==> src/rtl/clk_div_pkg.sv <==
// Shared types and constants for the divided-clock bank.
package clk_div_pkg;

    typedef enum logic [1:0] {
        OFF   = 2'd0,
        RUN   = 2'd1,
        DRAIN = 2'd2
    } ch_state_e;

    localparam int unsigned DIV_MIN = 2;

endpackage

==> src/rtl/clk_div_channel.sv <==
// One divided-clock channel: OFF/RUN/DRAIN FSM, period counter, shadow ratio.
// Optional tick output when CLK_DIV_BANK_TICK_EN is defined.
module clk_div_channel
    import clk_div_pkg::*;
#(
    parameter int unsigned DIV_W   = 8,
    parameter int unsigned DIV_RST = 2
) (
    input  logic             clk,
    input  logic             rst_n,
    input  logic             en,
    input  logic             cfg_we,
    input  logic [DIV_W-1:0] cfg_div,
    output logic             pending,
    output logic             clk_out,
`ifdef CLK_DIV_BANK_TICK_EN
    output logic             tick,
`endif
    output logic             busy
);

    ch_state_e        state_q, state_d;
    logic [DIV_W-1:0] cnt_q, cnt_d;
    logic [DIV_W-1:0] ratio_q, ratio_d;
    logic [DIV_W-1:0] shadow_q, shadow_d;
    logic             pending_q, pending_d;
    logic             clk_q, clk_d;
    logic [DIV_W-1:0] next_ratio, cnt_inc, high_len;
    logic             boundary;

    always_comb begin
        next_ratio = pending_q ? shadow_q : ratio_q;
        boundary   = (cnt_q == ratio_q - DIV_W'(1));
        cnt_inc    = cnt_q + DIV_W'(1);
        // ceil(D/2) without needing an extra bit
        high_len   = {1'b0, ratio_q[DIV_W-1:1]} + DIV_W'(ratio_q[0]);

        state_d   = state_q;
        cnt_d     = cnt_q;
        ratio_d   = ratio_q;
        shadow_d  = shadow_q;
        pending_d = pending_q;
        clk_d     = clk_q;

        unique case (state_q)
            OFF: begin
                ratio_d   = next_ratio;
                pending_d = 1'b0;
                cnt_d     = '0;
                clk_d     = en;
                if (en) state_d = RUN;
            end
            RUN, DRAIN: begin
                if (boundary) begin
                    ratio_d   = next_ratio;
                    pending_d = 1'b0;
                    cnt_d     = '0;
                    clk_d     = en;
                    state_d   = en ? RUN : OFF;
                end else begin
                    cnt_d = cnt_inc;
                    clk_d = (cnt_inc < high_len);
                    if (state_q == RUN && !en) state_d = DRAIN;
                end
            end
            default: begin
                state_d = OFF;
                clk_d   = 1'b0;
                cnt_d   = '0;
            end
        endcase

        // Writes only arrive while nothing is pending, so this never races an apply.
        if (cfg_we) begin
            shadow_d  = cfg_div;
            pending_d = 1'b1;
        end
    end

    always_ff @(posedge clk or negedge rst_n) begin
        if (!rst_n) begin
            state_q   <= OFF;
            cnt_q     <= '0;
            ratio_q   <= DIV_W'(DIV_RST);
            shadow_q  <= DIV_W'(DIV_RST);
            pending_q <= 1'b0;
            clk_q     <= 1'b0;
        end else begin
            state_q   <= state_d;
            cnt_q     <= cnt_d;
            ratio_q   <= ratio_d;
            shadow_q  <= shadow_d;
            pending_q <= pending_d;
            clk_q     <= clk_d;
        end
    end

`ifdef CLK_DIV_BANK_TICK_EN
    logic tick_q;

    always_ff @(posedge clk or negedge rst_n) begin
        if (!rst_n) tick_q <= 1'b0;
        else        tick_q <= clk_d & ~clk_q;
    end

    assign tick = tick_q;
`endif

    assign pending = pending_q;
    assign clk_out = clk_q;
    assign busy    = (state_q != OFF);

endmodule

==> src/rtl/clk_div_bank.sv <==
// Bank of NUM_CH independent clock dividers with a shared ratio-update port.
// Define CLK_DIV_BANK_TICK_EN to add the per-channel rising-edge tick output.
module clk_div_bank
    import clk_div_pkg::*;
#(
    parameter int unsigned NUM_CH  = 4,
    parameter int unsigned DIV_W   = 8,
    parameter int unsigned DIV_RST = 2,
    localparam int unsigned CH_W   = (NUM_CH > 1) ? $clog2(NUM_CH) : 1
) (
    input  logic              clk,
    input  logic              rst_n,
    input  logic [NUM_CH-1:0] en,
    input  logic              cfg_valid,
    input  logic [CH_W-1:0]   cfg_ch,
    input  logic [DIV_W-1:0]  cfg_div,
    output logic              cfg_ready,
    output logic [NUM_CH-1:0] clk_out,
`ifdef CLK_DIV_BANK_TICK_EN
    output logic [NUM_CH-1:0] tick,
`endif
    output logic [NUM_CH-1:0] busy
);

    logic [NUM_CH-1:0] pending;
    logic [NUM_CH-1:0] cfg_we;
    logic [DIV_W-1:0]  div_clamped;

    always_comb begin
        div_clamped = (cfg_div < DIV_W'(DIV_MIN)) ? DIV_W'(DIV_MIN) : cfg_div;
        // Out-of-range channel numbers are accepted and dropped.
        cfg_ready = 1'b1;
        if (32'(cfg_ch) < NUM_CH) cfg_ready = ~pending[cfg_ch];
        cfg_we = '0;
        for (int i = 0; i < int'(NUM_CH); i++) begin
            cfg_we[i] = cfg_valid && cfg_ready && (32'(cfg_ch) == i);
        end
    end

    for (genvar i = 0; i < NUM_CH; i++) begin : g_ch
        clk_div_channel #(
            .DIV_W   (DIV_W),
            .DIV_RST (DIV_RST)
        ) u_ch (
            .clk     (clk),
            .rst_n   (rst_n),
            .en      (en[i]),
            .cfg_we  (cfg_we[i]),
            .cfg_div (div_clamped),
            .pending (pending[i]),
            .clk_out (clk_out[i]),
`ifdef CLK_DIV_BANK_TICK_EN
            .tick    (tick[i]),
`endif
            .busy    (busy[i])
        );
    end

endmodule

==> config.mk <==
export PLATFORM = sky130hd
export DESIGN_NAME = clk_div_bank
export DESIGN_NICKNAME = d
export VERILOG_FILES = /design/src/rtl/clk_div_pkg.sv /design/src/rtl/clk_div_channel.sv /design/src/rtl/clk_div_bank.sv
export SDC_FILE = /design/constraint.sdc
export NUM_CORES = 1
export LEC_CHECK = 0
export CORE_ASPECT_RATIO = 1.75
export CORE_UTILIZATION = 53
export DETAILED_ROUTE_END_ITERATION = 16
export GPL_TIMING_DRIVEN = 0
export PLACE_DENSITY = 0.82
export SLEW_MARGIN = 15
export SYNTH_ARGS = -nofsm -noshare
export SYNTH_HDL_FRONTEND = slang
export SYNTH_SLANG_ARGS = --single-unit
==> constraint.sdc <==
create_clock -name clk -period 7.75 [get_ports clk]
set_input_delay 1.55 -clock clk [delete_from_list [all_inputs] [get_ports clk]]
set_output_delay 1.55 -clock clk [all_outputs]
set_load 0.01 [all_outputs]
-- Word-level counts from Yosys, hierarchy flattened
Index checks and enable logic that the tools add are counted.
- flip-flop bits (word level): 112
- output and inout port bits: 9
- $lt $le $gt $ge: 6
- reductions and logical operators: 46
- add/subtract/negate cells: 12
- bitwise operators: 1
- equality and inequality tests: 31
- mux-type cells: 63
- operator list (kind ; number):
    8-bit 2-to-1 mux ; 17
    8-bit case mux with 2 select lines ; 4
    7-bit by 1-bit adder with 8-bit output ; 4
    8-bit by 1-bit adder with 8-bit output, second input constant ; 4
    8-bit == test ; 4
    8-bit less-than comparator ; 4
    8-bit by 1-bit subtractor with 8-bit output, second input constant ; 4
    2-bit 2-to-1 mux ; 12
    3-bit by 1-bit != test with 1-bit output, second input constant ; 8
    2-bit AND reduction ; 12
    1-bit 2-to-1 mux ; 17
    1-bit case mux with 2 select lines ; 8
    2-bit case mux with 2 select lines ; 4
    2-bit nonzero test ; 8
    2-bit == test, second input constant ; 6
    3-bit nonzero test ; 4
    2-bit by 1-bit == test with 1-bit output, second input constant ; 5
    2-bit zero test ; 5
    1-bit logical AND ; 9
    8-bit by 2-bit less-than comparator with 1-bit output, second input constant ; 1
    2-bit by 1-bit != test with 1-bit output, second input constant ; 4
    2-bit != test, second input constant ; 4
    2-bit OR reduction ; 4
    1-bit zero test ; 4
    3 further kinds ; 3

-- Logic depth before layout (Yosys ltp)
Gate-level depths: netlist of the first run.
- depth after elaboration: 7
- depth in mapped cells: 11
- mapped depth without buffers: 11

-- Modules after synthesis
Synthesis of the first run repeated with hierarchy kept, for this count alone.
- cell total of the unflattened synthesis: 855
- area total of the unflattened synthesis: 8018.9 um^2
- by module, submodules not included (module ; cells each ; times used ; seq. area each (um^2) ; area each (um^2)):
    clk_div_channel (g_ch[0].u_ch ...) ; 207 ; 3 ; 703.2 ; 1963.1
    clk_div_channel (g_ch[3].u_ch) ; 216 ; 1 ; 703.2 ; 2013.2
    clk_div_bank ; 18 ; 1 ; 0.0 ; 116.4

-- Least setup slack after synthesis of the first run
Ideal clock, no wire load.
- path kind: input -> output
- start: input port cfg_ch[1]
- end: output port cfg_ready
- setup slack: 4068 ps
- required time: 6200 ps
- data arrival time: 2132 ps
- stages: 2
- path buffers: 0
- cells stage by stage: mux2_2 > o21ai_0
- longest elaborated chain between the ends: 3
- RTL lines (element ; line ; text):
    start, declared ; clk_div_bank.sv:15 ; input logic [CH_W-1:0] cfg_ch,
    1-bit binary-select mux with 2-bit select ; clk_div_bank.sv:33 ; if (32'(cfg_ch) < NUM_CH) cfg_ready = ~pending[cfg_ch];
    1-bit 2-to-1 mux (not written as such) ; clk_div_bank.sv:33 ;
    1-bit inverter ; clk_div_bank.sv:33 ;
    end, declared ; clk_div_bank.sv:17 ; output logic cfg_ready,
Every way passes these cells. The select of a mux whose other input is x is not followed.

-- Final worst setup path of the first run
Same ends and word-level chain as after synthesis.

==> results of run 1 <==
==> registers in the layout (all words and copies together) (netlist names) <==
name / cells
g_ch.u_ch.pending: 4
g_ch.u_ch.clk_out: 4
g_ch.u_ch.ratio_q: 32
g_ch.u_ch.shadow_q: 32
g_ch.u_ch.cnt_q: 32
g_ch.u_ch.state_q: 8
==> Yosys cell counts, types with 2 or more instances <==
master	instances	area [µm²]
mux2_2	31	349
nor2b_1	18	113
o21ai_0	19	95.1
mux2_1	15	169
a31oi_1	8	50.1
and3_1	24	150
mux2_4	9	135
o21ai_1	6	30.0
a211oi_1	5	37.5
nand4_1	4	25.0
clkbuf_1	18	67.6
nand3b_1	3	22.5
o31a_1	2	17.5
buf_2	5	25.0
xnor2_1	48	420
o22ai_1	3	18.8
mux2i_1	13	130
buf_4	9	67.6
xor2_1	35	307
and2_1	3	18.8
nor4b_1	3	26.3
dfrtp_1	104	2600
a2111oi_0	2	17.5
nand2_1	39	146
ha_1	60	751
a21boi_0	2	15.0
nor3_1	9	45.0
or4_1	4	30.0
inv_1	35	131
dfstp_2	8	210
nor2_1	53	199
nor4_1	6	37.5
a21o_1	4	30.0
nand3_1	40	200
a21oi_1	26	130
o21a_1	3	22.5
nand2b_1	10	62.6
==> where the power goes <==
group	total, mW	internal (mW)	switching [mW]	leakage [nW]
sequential	0.832	0.724	0.108	1.40
clock	0.505	0.284	0.221	0.152
combinational	0.846	0.387	0.459	2.09
==> worst max-delay path: cells and delay by family <==
kind,cells,cell delay [ns]
buf+inv,2,1.14
mux,1,0.35
compound gates,1,0.17
==> metal layers <==
metal / track usage (%) / vias to the layer above / wire (µm)
li1: - / 2563 / -
met1: 24.7 / 2659 / 5980
met2: 44.8 / 104 / 8380
met3: 2.97 / 40 / 338
met4: 11.1 / 0 / 537
met5: 0 / - / 0
==> placed cells by master, fill, tap and decap left out, types with 9 or more instances in the layout <==
cell type	n
and3_1	24
xnor2_1	48
nor3_1	9
nand2_1	39
mux2_2	31
nand2b_1	10
ha_1	60
clkdlybuf4s50_1	24
clkbuf_16	9
nor2b_1	18
dfrtp_1	104
clkbuf_1	18
a21oi_1	26
o21ai_0	19
mux2_1	15
mux2i_1	13
nor2_1	53
inv_1	35
buf_4	9
xor2_1	35
nand3_1	40
mux2_4	9
==> cell families after synthesis <==
group / synth area share (%)
multiplexers: 10.9
AO/OA/AOI/OAI: 9.04
flip-flops: 39.2
XOR/XNOR: 10.1
buffers and inverters: 4.11
adder cells (fa/ha/maj): 10.5
AND/OR/NAND/NOR: 16.2
==> area by class of cell <==
class / instances / area (µm²)
fill: 1090 / 5080
buffer: 33 / 164
multi-input combinational: 534 / 4070
tap: 171 / 214
clock inverter: 7 / 93.8
inverter: 35 / 131
sequential: 112 / 2810
timing repair buffer: 26 / 279
clock buffer: 9 / 225
==> worst max path at each step <==
stage | slack, ns | from | depth (start not counted) | end
2_1_floorplan | 4.07 | cfg_ch[1] | 2 | cfg_ready
3_3_place_gp | 0.98 | rst_n | 1 | g_ch[3].u_ch.cnt_q[3]$_DFF_PN0_
3_5_place_dp | 3.00 | cfg_ch[1] | 4 | cfg_ready
4_1_cts | 2.99 | cfg_ch[1] | 4 | cfg_ready
5_1_grt | 2.92 | cfg_ch[1] | 4 | cfg_ready
6_report | 2.98 | cfg_ch[1] | 4 | cfg_ready
==> flow_summary.yaml, run 1 <==
clock_network:
  clock_path_buffers: 2
  clock_latency_ns: 0.35
  cts_made_buffers: 9
  cts.clk_slew.worst_paths_ns: 0.08
  clock-sinks: 112
  cts_tree: "done"
  cts_resized: 0
  cts-htree-levels: 3
  cts-root-buf: "clkbuf_16"
  postCtsSetupBuffers: 0
  hold_buffers: 0
power:
  leakage_nw: 3.64
  power_density_nw_per_um2: 273
  ir_drop_mv: 0.252
  total_power_mw: 2.18
critical_path:
  cp.required_ns: 6.20
  reg2regPathDepth: 9
  crit_path_end_kind: "primary output"
  reg2reg_from: "g_ch[2].u_ch.ratio_q[2]$_DFFE_PN0P_"
  crit_path_max_fanout: 5
  slowest_delay_ns: 0.58
  critPathKind: "in -> out"
  path_cells: "clkdlybuf4s50_1 -> mux2_2 -> o21ai_0 -> clkdlybuf4s50_1"
  worstReg2RegEnd: "g_ch[2].u_ch.ratio_q[7]$_DFFE_PN0P_"
  rrSetupSlack_ns: 4.83
  crit_arrival_ns: 3.22
  crit_path_frequent_cell: "clkdlybuf4s50_1"
  worstSetupStartpointType: "input pin"
  cp_slowest_cell: "clkdlybuf4s50_1"
sta:
  fmax_ghz: 0.210
  min_period_ns: 4.77
  rsz0062_at_grt: "false"
  tightestPinTransition_ns: 0.668
  drv_slew: 0
  whs_ns: 0.480
  slew_headroom_pct: 55.0
  fin_tns_setup_ns: 0
  finalSetupViolations: 0
  fin_ws_ns: 2.98
  hold_violations: 0
  min_period_over_period_pct: 61.5
  finClkSkew_ns: 0.0107
routing:
  wl_um: 15200
  drt-initial-drc-count: 237
  drt-wirelength-per-cell_um: 16.4
  ant_nets: 0
  num_vias: 5366
  drt_pass1_iterations: 5
  drc: 0
  via_per_inst: 5.79
yosys:
  synth_seq_cells: 112
  synth_edf_count: 0
  synthFlopType: "dfrtp_1"
  ys_warn_count: 0
  syn-cell-area_um2: 7180
  ys_seq_area_share_pct: 39.2
  synth_area_per_cell_um2: 10.1
  synth.net_count: 791
  synthArstFlopShare_pct: 100
  ys_types: 65
  netlist_instances: 714
placement:
  pre_cts_slack_ns: 3.00
  placed_cells: 911
  routabilityCongestion: 0.858
  port_buffers: 25
  hpwl_um: 11400
  postPlaceCellArea_um2: 7670
die:
  rows: 55
  die-area_um2: 14000
  die_width_um: 90.0
  io_pins: 26
  initial_utilization_pct: 54.9
  fp.coreArea_um2: 13100
  die_h_um: 156
global_route:
  antenna_found_initial: 0
  grt.total_usage_pct: 23.2
  grt_pass1_vias: 5739
  grt_max_degree: 66
  grt_pass1_wl_um: 26300
  grt_overflow: 0
finish:
  insertedDiodeCount: 0
  utilization_pct: 61.1
  nNetsFinal: 828
  fin_cells: 927
  fin_area_um2: 7990
  syn_to_final_growth_pct: 11.3
  drive_gt1_share_pct: 11.5
hold_path:
  min_to: "g_ch[1].u_ch.ratio_q[4]$_DFFE_PN0P_"
  hold_class: "reg -> reg"
  hold_depth: 1
  hp-start: "g_ch[1].u_ch.shadow_q[4]$_DFFE_PN0P_"
status:
  status: "completed"
job:
  max_cap_violations: 0
No activity file was read; power rests on OpenSTA's default activity.
==> run 2: changes to the inputs <==
--- a/config.mk
+++ b/config.mk
@@ -9,7 +9,7 @@
 export CORE_UTILIZATION = 53
 export DETAILED_ROUTE_END_ITERATION = 16
 export GPL_TIMING_DRIVEN = 0
-export PLACE_DENSITY = 0.82
+export PLACE_DENSITY = 0.84
 export SLEW_MARGIN = 15
 export SYNTH_ARGS = -nofsm -noshare
 export SYNTH_HDL_FRONTEND = slang
==> constraint.sdc (replaced) <==
create_clock -name clk -period 4.3 [get_ports clk]
set_input_delay 0.86 -clock clk [delete_from_list [all_inputs] [get_ports clk]]
set_output_delay 0.86 -clock clk [all_outputs]
set_load 0.01 [all_outputs]
==> run 2 against run 1 <==
  * Clock-buffer cell count grew 1
  * Cell count is the same
  * Global-route usage shrank 1.0 points
  * Non-clock buffer count is the same
  * Wire length shrank 5.1%
  * Final area shrank 0.47%
  * Highest routed layer unchanged
==> flow_summary.yaml, run 2 (synthesized netlist as in run 1, its figures left out) <==
finish:
  layout.cells.most_common: "dfrtp_1"
  final_cell_mix: "dfrtp_1 (104), ha_1 (60), nor2_1 (53), xnor2_1 (48), nand3_1 (40)"
  syn_to_final_growth_pct: 10.8
  fin_cells: 927
  drive_gt1_share_pct: 11.4
  insertedDiodeCount: 0
  nNetsFinal: 828
  top_regs: "g_ch.u_ch.cnt_q x32, g_ch.u_ch.ratio_q x32, g_ch.u_ch.shadow_q x32"
  fill_cells: 1056
routing:
  num_vias: 5266
  wl_met2_um: 7980
  drt-initial-drc-count: 192
  ant_nets: 0
  via_per_inst: 5.68
  wl_met1_um: 5700
  drc: 0
  drt_pass1_iterations: 4
  drt-wirelength-per-cell_um: 15.6
  wl_um: 14500
  highest_layer: "met4"
  wl_met3_um: 384
sta:
  finClkSkew_ns: 0.0101
  slew_headroom_pct: 52.0
  rsz0062_at_grt: "false"
  min_period_over_period_pct: 80.5
  min_period_ns: 3.46
  tightestPinTransition_ns: 0.712
  drv_slew: 0
  fin_tns_setup_ns: 0
  fmax_ghz: 0.289
  finalSetupViolations: 0
  whs_ns: 0.362
  hold_violations: 0
clock_network:
  cts-root-buf: "clkbuf_16"
  postCtsSetupBuffers: 0
  clock-sinks: 112
  cts_made_buffers: 9
  cts-htree-levels: 3
  cts_tree: "done"
  cts_resized: 0
  hold_buffers: 0
  cts.clk_slew.worst_paths_ns: 0.08
  clock_latency_ns: 0.36
  clock_path_buffers: 2
global_route:
  antenna_found_initial: 0
  grt_pass1_vias: 5348
  grt_pass1_wl_um: 24900
  grt.total_usage_pct: 22.2
  grt_overflow: 0
  grt_max_degree: 84
critical_path:
  crit_path_max_fanout: 5
  worstSetupStartpointType: "input pin"
  crit_arrival_ns: 2.60
  slowest_delay_ns: 0.59
  cp.required_ns: 3.44
  crit_path_end_kind: "primary output"
  path_delay_family: "buffers and inverters"
  path_cells: "clkdlybuf4s50_1 -> mux2_2 -> o21ai_0 -> clkdlybuf4s50_1"
  cp_slowest_cell: "clkdlybuf4s50_1"
  crit_buf_inv: 2
  critPathKind: "in -> out"
  crit_path_frequent_cell: "clkdlybuf4s50_1"
die:
  io_pins: 26
  rows: 55
  initial_utilization_pct: 54.9
  fp.coreArea_um2: 13100
  die-area_um2: 14000
  die_width_um: 90.0
  die_h_um: 156
placement:
  routabilityCongestion: 0.894
  hpwl_um: 11000
  port_buffers: 25
  placed_cells: 911
job:
  max_cap_violations: 0
status:
  status: "completed"
power:
  power_density_nw_per_um2: 480
  ir_drop_mv: 0.276
  leakage_nw: 3.62
hold_path:
  hold_class: "in -> async"
run 2: cell types whose count changed in the layout (fill, tap and decap cells not counted):
cell,delta
inv_6,+1
clkbuf_1,+1
bufinv_16,-2
inv_8,+1
clkinv_4,+1
clkinv_2,-2
run 2: layout make-up:
class | count | area [µm²] | area share, %
Clock buffer | 10 | 229 | 2.88
Timing Repair Buffer | 26 | 279 | 3.51
Clock inverter | 6 | 52.6 | 0.660
Inverter | 35 | 131 | 1.65
Sequential cell | 112 | 2810 | 35.4
Tap cell | 171 | 214 | 2.69
Multi-Input combinational cell | 534 | 4070 | 51.2
Buffer | 33 | 164 | 2.06
run 2: power breakdown:
| part | internal [mW] | switching (mW) | total [mW] |
|---|---|---|---|
| combinational | 0.694 | 0.813 | 1.51 |
| clock | 0.403 | 0.407 | 0.810 |
| sequential | 1.31 | 0.193 | 1.50 |
run 2: path summary, 6_finish.rpt:
check                           cells past startpoint                                 start                              endpoint  slack (ns)
min in group clk                                    1  g_ch[1].u_ch.shadow_q[4]$_DFFE_PN0P_   g_ch[1].u_ch.ratio_q[4]$_DFFE_PN0P_        0.49
worst min register to register                      1  g_ch[1].u_ch.shadow_q[4]$_DFFE_PN0P_   g_ch[1].u_ch.ratio_q[4]$_DFFE_PN0P_        0.49
max in group asynchronous                           2                                 rst_n  g_ch[2].u_ch.shadow_q[1]$_DFFE_PN1P_        3.21
worst max-delay path                                4                             cfg_ch[1]                             cfg_ready        0.84
worst min-delay path                                1                                 rst_n       g_ch[0].u_ch.cnt_q[1]$_DFF_PN0_        0.36
worst max register to register                      9   g_ch[2].u_ch.ratio_q[2]$_DFFE_PN0P_   g_ch[2].u_ch.ratio_q[6]$_DFFE_PN0P_        1.30
run 2: layer usage:
metal | track usage, % | vias up
li1 | - | 2563
met1 | 24.2 | 2567
met2 | 42.9 | 103
met3 | 2.19 | 33
met4 | 9.98 | 0
met5 | 0 | -
run 2: worst register-to-register path, stage by stage (launching register included):
cell and delay [ns]:
dfrtp_1 0.41, clkbuf_1 0.26, nor4_1 0.49, and3_1 0.21, o21ai_0 0.07, a211oi_1 0.46
a41o_1 0.30, and2_1 0.13, buf_2 0.21, mux2_2 0.35
run 2: through the flow:
step / instance area (µm²) / total power [mW] / setup WS, ns / utilization (%)
6_report: 7960 / 3.82 / 0.839 / 60.9
5_1_grt: 7960 / 4.07 / 0.718 / 60.9
4_1_cts: 7960 / 3.83 / 0.812 / 60.9
3_5_place_dp: 7670 / 3.01 / 0.843 / 58.7
3_3_place_gp: 7650 / 2.93 / -1.87 / 58.5
2_1_floorplan: 7180 / 2.59 / 1.81 / -
==> run 3: changes to the inputs <==
==> constraint.sdc (replaced) <==
create_clock -name clk -period 3.01 [get_ports clk]
set_input_delay 0.602 -clock clk [delete_from_list [all_inputs] [get_ports clk]]
set_output_delay 0.602 -clock clk [all_outputs]
set_load 0.01 [all_outputs]
==> run 3 against run 2 <==
  * Sequential share of layout area decreased by 0.078 points
  * First-iteration DRC count fell by 2.6%
  * Via count is 0.11% higher
  * Clock power increased by 43%
  * Wire length rose by 0.69%
  * Cell count unchanged
  * Combinational power rose by 44%
  * Power increased by 43%
  * Largest cell class unchanged
==> flow_summary.yaml, run 3 (synthesized netlist as in run 1, its figures left out) <==
die:
  rows: 55
  initial_utilization_pct: 54.9
  fp.coreArea_um2: 13100
  die-area_um2: 14000
  die_width_um: 90.0
  die_h_um: 156
  io_pins: 26
global_route:
  grt_pass1_wl_um: 24900
  grt_pass1_vias: 5348
  grt.total_usage_pct: 22.2
  grt_overflow: 0
  antenna_found_initial: 0
  grt_max_degree: 84
finish:
  insertedDiodeCount: 0
  fin_cells: 927
  layout.cells.most_common: "dfrtp_1"
  top_regs: "g_ch.u_ch.cnt_q x32, g_ch.u_ch.ratio_q x32, g_ch.u_ch.shadow_q x32"
  nNetsFinal: 828
  drive_gt1_share_pct: 11.8
  utilization_pct: 61.0
  final_cell_mix: "dfrtp_1 (104), ha_1 (60), nor2_1 (53), xnor2_1 (48), nand3_1 (40)"
  syn_to_final_growth_pct: 11.0
placement:
  hpwl_um: 11000
  port_buffers: 25
  routabilityCongestion: 0.894
  placed_cells: 911
routing:
  wl_um: 14600
  drt_pass1_iterations: 4
  drt-initial-drc-count: 187
  num_vias: 5272
  drc: 0
  drt-wirelength-per-cell_um: 15.7
  via_per_inst: 5.69
  ant_nets: 0
sta:
  rsz0062_at_grt: "false"
  tightestPinTransition_ns: 0.706
  finalSetupViolations: 0
  hold_violations: 0
  min_period_ns: 2.91
  fmax_ghz: 0.344
  min_period_over_period_pct: 96.7
  finClkSkew_ns: 0.0102
  slew_headroom_pct: 52.4
  drv_slew: 0
clock_network:
  cts_tree: "done"
  cts-htree-levels: 3
  clock-sinks: 112
  clock_latency_ns: 0.36
  postCtsSetupBuffers: 0
  cts.clk_slew.worst_paths_ns: 0.08
  cts-root-buf: "clkbuf_16"
  cts_made_buffers: 9
  clock_path_buffers: 2
  hold_buffers: 0
  cts_resized: 0
power:
  power_density_nw_per_um2: 686
  ir_drop_mv: 0.396
  p_comb_share_pct: 39.7
  p_int_mw: 3.44
  p_sw_mw: 2.03
  p_seq_share_pct: 39.2
  leakage_nw: 3.63
  switching_share_pct: 37.1
  clkPwrFrac_pct: 21.1
critical_path:
  crit_arrival_ns: 2.31
  reg2regPathDepth: 9
  crit_path_max_fanout: 5
  cp.required_ns: 2.41
  critPathKind: "in -> out"
  worstSetupStartpointType: "input pin"
  crit_path_end_kind: "primary output"
job:
  max_cap_violations: 0
hold_path:
  hold_class: "in -> async"
status:
  status: "completed"
## run 3: critical path: stages
cell and delay [ns]:
clkdlybuf4s50_1 0.59, mux2_2 0.37, o21ai_1 0.18, clkdlybuf4s50_1 0.56
## run 3: final cells by class
type / instances / area, µm²
buffer: 33 / 164
clock buffer: 10 / 229
clock inverter: 6 / 52.6
fill: 1055 / 5100
inverter: 35 / 131
multi-input combinational: 534 / 4090
sequential: 112 / 2810
tap: 171 / 214
timing repair buffer: 26 / 279
## run 3: worst paths after layout
path | from | end | slack [ns]
worst max-delay path | cfg_ch[1] | cfg_ready | 0.1
worst min-delay path | rst_n | g_ch[0].u_ch.cnt_q[1]$_DFF_PN0_ | 0.10
worst max register to register | g_ch[2].u_ch.ratio_q[2]$_DFFE_PN0P_ | g_ch[2].u_ch.ratio_q[6]$_DFFE_PN0P_ | 0.20
worst min register to register | g_ch[1].u_ch.shadow_q[4]$_DFFE_PN0P_ | g_ch[1].u_ch.ratio_q[4]$_DFFE_PN0P_ | 0.49
max in group asynchronous | rst_n | g_ch[2].u_ch.shadow_q[1]$_DFFE_PN1P_ | 2.18
min in group clk | g_ch[1].u_ch.shadow_q[4]$_DFFE_PN0P_ | g_ch[1].u_ch.ratio_q[4]$_DFFE_PN0P_ | 0.49
## run 3: per-layer routing
layer	GRT usage [%]	wire, µm	share of wire (%)	vias up
met5	0	0	0	-
met4	9.98	392	2.7	0
met3	2.19	336	2.3	32
met2	42.9	8010	55	96
met1	24.2	5830	40	2582
li1	-	-	-	2562
## run 3: power by group through the flow
stage | sequential (mW) | combinational [mW] | clock, mW
after detailed placement | 2.16 | 2.14 | 0
after global routing | 2.19 | 2.40 | 1.24
final | 2.14 | 2.17 | 1.16
after CTS | 2.14 | 2.16 | 1.17
after global placement | 2.15 | 2.04 | 0
after floorplan | 2.07 | 1.62 | 0
## run 3: metrics by stage
step / power (mW) / cell area [µm²] / TNS, ns / hold slack, ns / setup WS (ns)
after floorplan: 3.70 / 7180 / 0 / 0.306 / 0.520
after global placement: 4.19 / 7650 / -313.22 / 0.462 / -2.90
after detailed placement: 4.29 / 7670 / 0 / 0.475 / 0.0635
after CTS: 5.47 / 7960 / 0 / 0.119 / 0.00221
after global routing: 5.83 / 7970 / 0 / 0.121 / 0.0288
final: 5.47 / 7970 / 0 / 0.104 / 0.0999
